**src/rtl/add_sub_pkg.sv**
```systemverilog
// add_sub_pkg: shared width defaults and saturation limits for the pipelined adder/subtractor
package add_sub_pkg;
   localparam int DEF_DATA_WIDTH = 16;
   localparam int MAX_W = 64;
   function automatic logic [MAX_W-1:0] sat_max(input int w);
      return (MAX_W'(1) << (w - 1)) - MAX_W'(1);
   endfunction
   function automatic logic [MAX_W-1:0] sat_min(input int w);
      return MAX_W'(1) << (w - 1);
   endfunction
endpackage

```
**src/rtl/add_sub_slice.sv**
```systemverilog
// add_sub_slice: combinational W-bit ripple adder slice with carry in/out
module add_sub_slice #(
   parameter int W = 4
) (
   input  logic [W-1:0] a,
   input  logic [W-1:0] b,
   input  logic         cin,
   output logic [W-1:0] s,
   output logic         cout
);
   assign {cout, s} = {1'b0, a} + {1'b0, b} + {{W{1'b0}}, cin};
endmodule

```
**src/rtl/pipelined_add_sub.sv**
```systemverilog
// pipelined_add_sub: carry-sliced two's-complement add/sub with valid/ready, global stall
// and optional saturation; all slice results emerge together after NUM_STAGES cycles.
module pipelined_add_sub
   import add_sub_pkg::*;
#(
   parameter int DATA_WIDTH = DEF_DATA_WIDTH,
   parameter int NUM_STAGES = 4,
   parameter bit SATURATE   = 1'b1
) (
   input  logic                  clk,
   input  logic                  rst,
   input  logic                  in_valid,
   output logic                  in_ready,
   input  logic [DATA_WIDTH-1:0] A,
   input  logic [DATA_WIDTH-1:0] B,
   input  logic                  sub,
   output logic                  out_valid,
   input  logic                  out_ready,
   output logic [DATA_WIDTH-1:0] result,
   output logic                  overflow
);
   localparam int W = DATA_WIDTH / NUM_STAGES;
   localparam int M = DATA_WIDTH - 1;
   localparam logic [MAX_W-1:0] SMAX_L = sat_max(DATA_WIDTH);
   localparam logic [MAX_W-1:0] SMIN_L = sat_min(DATA_WIDTH);
   localparam logic [DATA_WIDTH-1:0] SAT_MAX = SMAX_L[DATA_WIDTH-1:0];
   localparam logic [DATA_WIDTH-1:0] SAT_MIN = SMIN_L[DATA_WIDTH-1:0];

   logic [NUM_STAGES-1:0][DATA_WIDTH-1:0] a_r, b_r, s_r, a_in, b_in, s_in, s_nx;
   logic [NUM_STAGES-1:0] v_r, c_r, v_in, c_in, sl_c;
   logic [DATA_WIDTH-1:0] a_last, b_last, raw, res_nx;
   logic adv, ov_nx, ov_r, unused;

   assign adv       = !v_r[NUM_STAGES-1] | out_ready;
   assign in_ready  = adv;
   assign out_valid = v_r[NUM_STAGES-1];
   assign result    = s_r[NUM_STAGES-1];
   assign overflow  = ov_r;
   assign unused    = ^{a_r, b_r, c_r, s_r};

   for (genvar k = 0; k < NUM_STAGES; k++) begin : g_st
      logic [W-1:0] sl_s;
      logic [DATA_WIDTH-1:0] nx;
      if (k == 0) begin : g_in
         assign a_in[k] = A;
         assign b_in[k] = B ^ {DATA_WIDTH{sub}};
         assign s_in[k] = '0;
         assign c_in[k] = sub;
         assign v_in[k] = in_valid;
      end else begin : g_pipe
         assign a_in[k] = a_r[k-1];
         assign b_in[k] = b_r[k-1];
         assign s_in[k] = s_r[k-1];
         assign c_in[k] = c_r[k-1];
         assign v_in[k] = v_r[k-1];
      end
      add_sub_slice #(.W(W)) u_slice (
         .a   (a_in[k][k*W +: W]),
         .b   (b_in[k][k*W +: W]),
         .cin (c_in[k]),
         .s   (sl_s),
         .cout(sl_c[k])
      );
      always_comb begin
         nx = s_in[k];
         nx[k*W +: W] = sl_s;
      end
      assign s_nx[k] = nx;
   end

   assign a_last = a_in[NUM_STAGES-1];
   assign b_last = b_in[NUM_STAGES-1];
   assign raw    = s_nx[NUM_STAGES-1];

   always_comb begin
      ov_nx  = (a_last[M] == b_last[M]) & (raw[M] != a_last[M]);
      res_nx = (SATURATE && ov_nx) ? (a_last[M] ? SAT_MIN : SAT_MAX) : raw;
   end

   // The last stage register holds the finished (possibly clamped) result.
   always_ff @(posedge clk) begin
      if (rst) begin
         v_r  <= '0;
         c_r  <= '0;
         a_r  <= '0;
         b_r  <= '0;
         s_r  <= '0;
         ov_r <= 1'b0;
      end else if (adv) begin
         v_r  <= v_in;
         c_r  <= sl_c;
         a_r  <= a_in;
         b_r  <= b_in;
         s_r  <= s_nx;
         s_r[NUM_STAGES-1] <= res_nx;
         ov_r <= ov_nx;
      end
   end
endmodule

```
**config.mk**
```make
export PLATFORM = sky130hd
export DESIGN_NAME = pipelined_add_sub
export DESIGN_NICKNAME = d
export VERILOG_FILES = /design/src/rtl/add_sub_pkg.sv /design/src/rtl/add_sub_slice.sv /design/src/rtl/pipelined_add_sub.sv
export SDC_FILE = /design/constraint.sdc
export NUM_CORES = 1
export LEC_CHECK = 0
export ABC_AREA = 1
export CORE_ASPECT_RATIO = 0.6
export CORE_MARGIN = 4
export CORE_UTILIZATION = 45
export DETAILED_ROUTE_END_ITERATION = 10
export PLACE_DENSITY_LB_ADDON = 0.1
export REMOVE_ABC_BUFFERS = 1
export SLEW_MARGIN = 20
export SYNTH_ARGS = -nofsm -noshare
export SYNTH_HDL_FRONTEND = slang
export SYNTH_SLANG_ARGS = --single-unit
```
**constraint.sdc**
```tcl
create_clock -name clk -period 5.8 [get_ports clk]
set_input_delay 1.74 -clock clk [delete_from_list [all_inputs] [get_ports clk]]
set_output_delay 1.74 -clock clk [all_outputs]
set_load 0.05 [all_outputs]
```
==> reports/qor.yml <==
logic_synthesis:
  synth_top_family_by_area: "compound AO/OA/AOI/OAI gates"
  synth_top_area_cell: "dfxtp_1"
  synth.yosys.warnings: 0
  synth_edf_count: 0
  synth-seq-area-share_pct: 47.0
  ys_types: 28
  yosysMostFrequentCell: "nor2_1"
  synth_largest_type_area_fraction_pct: 47.0
  synth_compound_gate_area_share_pct: 19.7
  synth_flop_cell: "dfxtp_1"
  synth_adder_area_share_pct: 6.80
  mappedNetlistArea_sq_um: 4090
  synth_commonest_cells: "97 x nor2_1, 96 x dfxtp_1, 96 x o21ai_0"
  yosys_register_bits: 96
  synth_mux_area_share_pct: 0
  async_s_r_ff_share_synth_pct: 0
  postSynthAreaPerCell_sq_um: 8.20
  synth_simple_gate_area_share_pct: 14.3
  synth_top_cells_by_area: "dfxtp_1 47%, o21ai_0 12%, nor2_1 8.9%"
  synth-xor-area-share_pct: 4.50
  syn_inst: 498
critical_path:
  worstPathArrival_ns: 2.60
  worstSetupEndpointType: "output port"
  critical_path.max_stage_delay_ns: 0.45
  worst_path_max_delay_cell: "clkdlybuf4s50_1"
  worst-path-stages: 4
  critical_path.max_fanout: 2
  crit_family: "buffers and inverters"
  cp.required_ns: 4.06
  crit_path_start_kind: "input port"
  cell_chain_critical_path: "clkdlybuf4s50_1 -> nor2_4 -> inv_2 -> buf_4"
  crit_type: "in2out"
  critical_path_buf_inv_count: 3
  worst_r2r_path_depth: 8
floorplanning:
  io-pin-count: 56
  floorplan.die_area_sq_um: 10700
  horizontal_extent_of_the_die_microns: 131
  initial_utilization_pct: 47.0
  rows: 26
  floorplan.die.height_microns: 81.8
  core_area_sq_um: 8690
detailed_routing:
  viasPerCell: 4.84
  number_of_drc_markers_after_the_initial_detailed_route_iteration: 206
  final_antenna_net_count: 0
  drtPass1Iterations: 4
  drc: 0
  vias: 3139
  routed_wl_microns: 7610
  routed_wire_length_per_instance_microns: 11.7
placement:
  detailedPlacementHpwl_microns: 4770
  placed_cells: 636
  preCtsSetupSlack_ns: 1.45
  port_buffers: 55
  place.gp.congestion: 0.770
timing:
  top_achievable_clock_speed_mhz: 230
  timing.final.crit_share_pct: 74.9
  finalMaxSlewViolations: 0
  layout_min_cycle_time_ns: 4.34
  setup_slack_ns: 1.46
  worst_slew_pin_slew_ns: 1.01
  hold_viol_final: 0
  skew_ns: 0.00375
  max_slew_margin_pct: 32.3
  grt_setup_unrepaired: "false"
  finalSetupViolCount: 0
  tns_ns: 0
min_path:
  worst_hold_path.num_cells: 2
  worst_hold_path_type: "reg2reg"
global_routing:
  grt_first_pass_wirelength_microns: 13000
  grt_overflow_total: 0
  via_count_of_the_first_global_routing_pass: 2903
  antenna_found_initial: 0
  pin_count_of_the_biggest_net_entering_global_routing: 71
  gr-usage-all-layers_pct: 15.4
cts:
  post_cts.repair.setup_buffers: 0
  clock_insertion_delay_worst_skew_ns: 0.33
  cts.hold.buffers_added: 0
  cts_buffer_depth: 2
  ctsRootBufferMaster: "clkbuf_16"
  cts-resized-gates: 0
  cts_max_level: 3
  clk_transition_reported_paths_ns: 0.06
  tritoncts: "done"
  clock_buffer_count_from_cts: 9
  tritoncts_num_sinks: 96
power_and_ir_drop:
  p_comb_share_pct: 13.6
  power.density_nw_per_um2: 300
  total_leakage_power_nw: 2.10
  report.power.total_mw: 1.46
  clock_power_share_pct: 36.1
  p_int_mw: 1.10
  power_switching_mw: 0.357
  sw_share_pct: 24.4
  power_frac_seq_pct: 50.3
  max-vdd-ir-drop_uv: 169
finish:
  syn_to_final_growth_pct: 19.4
  finalNetCount: 590
  layout.cells.non_filler: 649
  final.fill_count: 829
  diodes: 0
  post_route_cells_drive_above_1_share_pct: 6.33
flow_run:
  drv_cap: 0
status:
  outcome: "finished, final reports clean"
-- power groups by stage --
stage | sequential, mW | combinational (mW) | clock (mW)
after global placement | 0.748 | 0.195 | 0
after CTS | 0.736 | 0.200 | 0.548
after floorplan | 0.771 | 0.106 | 0
after global routing | 0.741 | 0.224 | 0.577
after detailed placement | 0.750 | 0.199 | 0
final | 0.735 | 0.198 | 0.528
-- cell usage in the layout (no fill, tap or decap), drive strengths merged, types with 2 or more instances in the layout --
master and count:
clkbuf 12, nand2 35, fa 7, inv 34
a21oi 51, nor2 98, clkdlybuf4s50 54, o21bai 2
nand3 9, buf 5, xor2 6, dfxtp 96
o21ai 97, ha 11, xnor2 15
-- kinds of logic after synthesis --
kind of cell / after synthesis
buffers and inverters: 67
adders and majority gates: 18
DFF: 96
and+or+nand+nor: 145
xor gates and xnor gates: 21
AOI/OAI and AO/OA: 151
-- cell type report --
type	instances	area [sq um]	area share, %
flip-flops and latches	96	1920	39.4
clock inverters	1	5.00	0.103
well taps	112	140	2.87
inverters	34	128	2.62
clock buffers	12	256	5.26
multi-input cells	335	1850	37.9
repair buffers	59	578	11.9
-- routing by layer --
metal  vias to the layer above  GRT usage (%)  part of all wire (%)
met5                         -              0                     0
met4                         0           5.85                   1.3
met3                        11           4.42                   3.2
met2                        37           25.8                    46
met1                      1405           18.8                    50
li1                       1686              -                     -
-- sequential cells by signal, indices dropped and copies added, names as in the netlist, 3 cells and up --
signal and count:
c_r 3, result 16, a_in 20, b_last 4
v_r 4, a_last 4, b_in 20, g_st.nx 24
-- tightest hold or removal path, cell delays in order (launching register included) --
cell and delay [ns]:
dfxtp_1 0.31, nand2_1 0.06, a21oi_1 0.05
-- worst paths after layout --
check                           slack (ns)        end           from
worst min-delay path                  0.46  result[2]  g_st[3].nx[2]
worst max register to register        3.56  result[1]         v_r[3]
worst max-delay path                  1.46   in_ready      out_ready
worst min register to register        0.46  result[2]  g_st[3].nx[2]
-- per-stage QoR --
| step | area, sq um | hold slack, ns | utilization (%) |
|---|---|---|---|
| detailed placement | 4620 | 0.455 | 53.1 |
| global placement | 4620 | 0.442 | 53.1 |
| global route | 4880 | 0.475 | 56.2 |
| CTS | 4880 | 0.465 | 56.2 |
| floorplan | 3900 | 0.430 | - |
| finish | 4880 | 0.462 | 56.2 |
No activity file was read; power rests on OpenSTA's default activity.
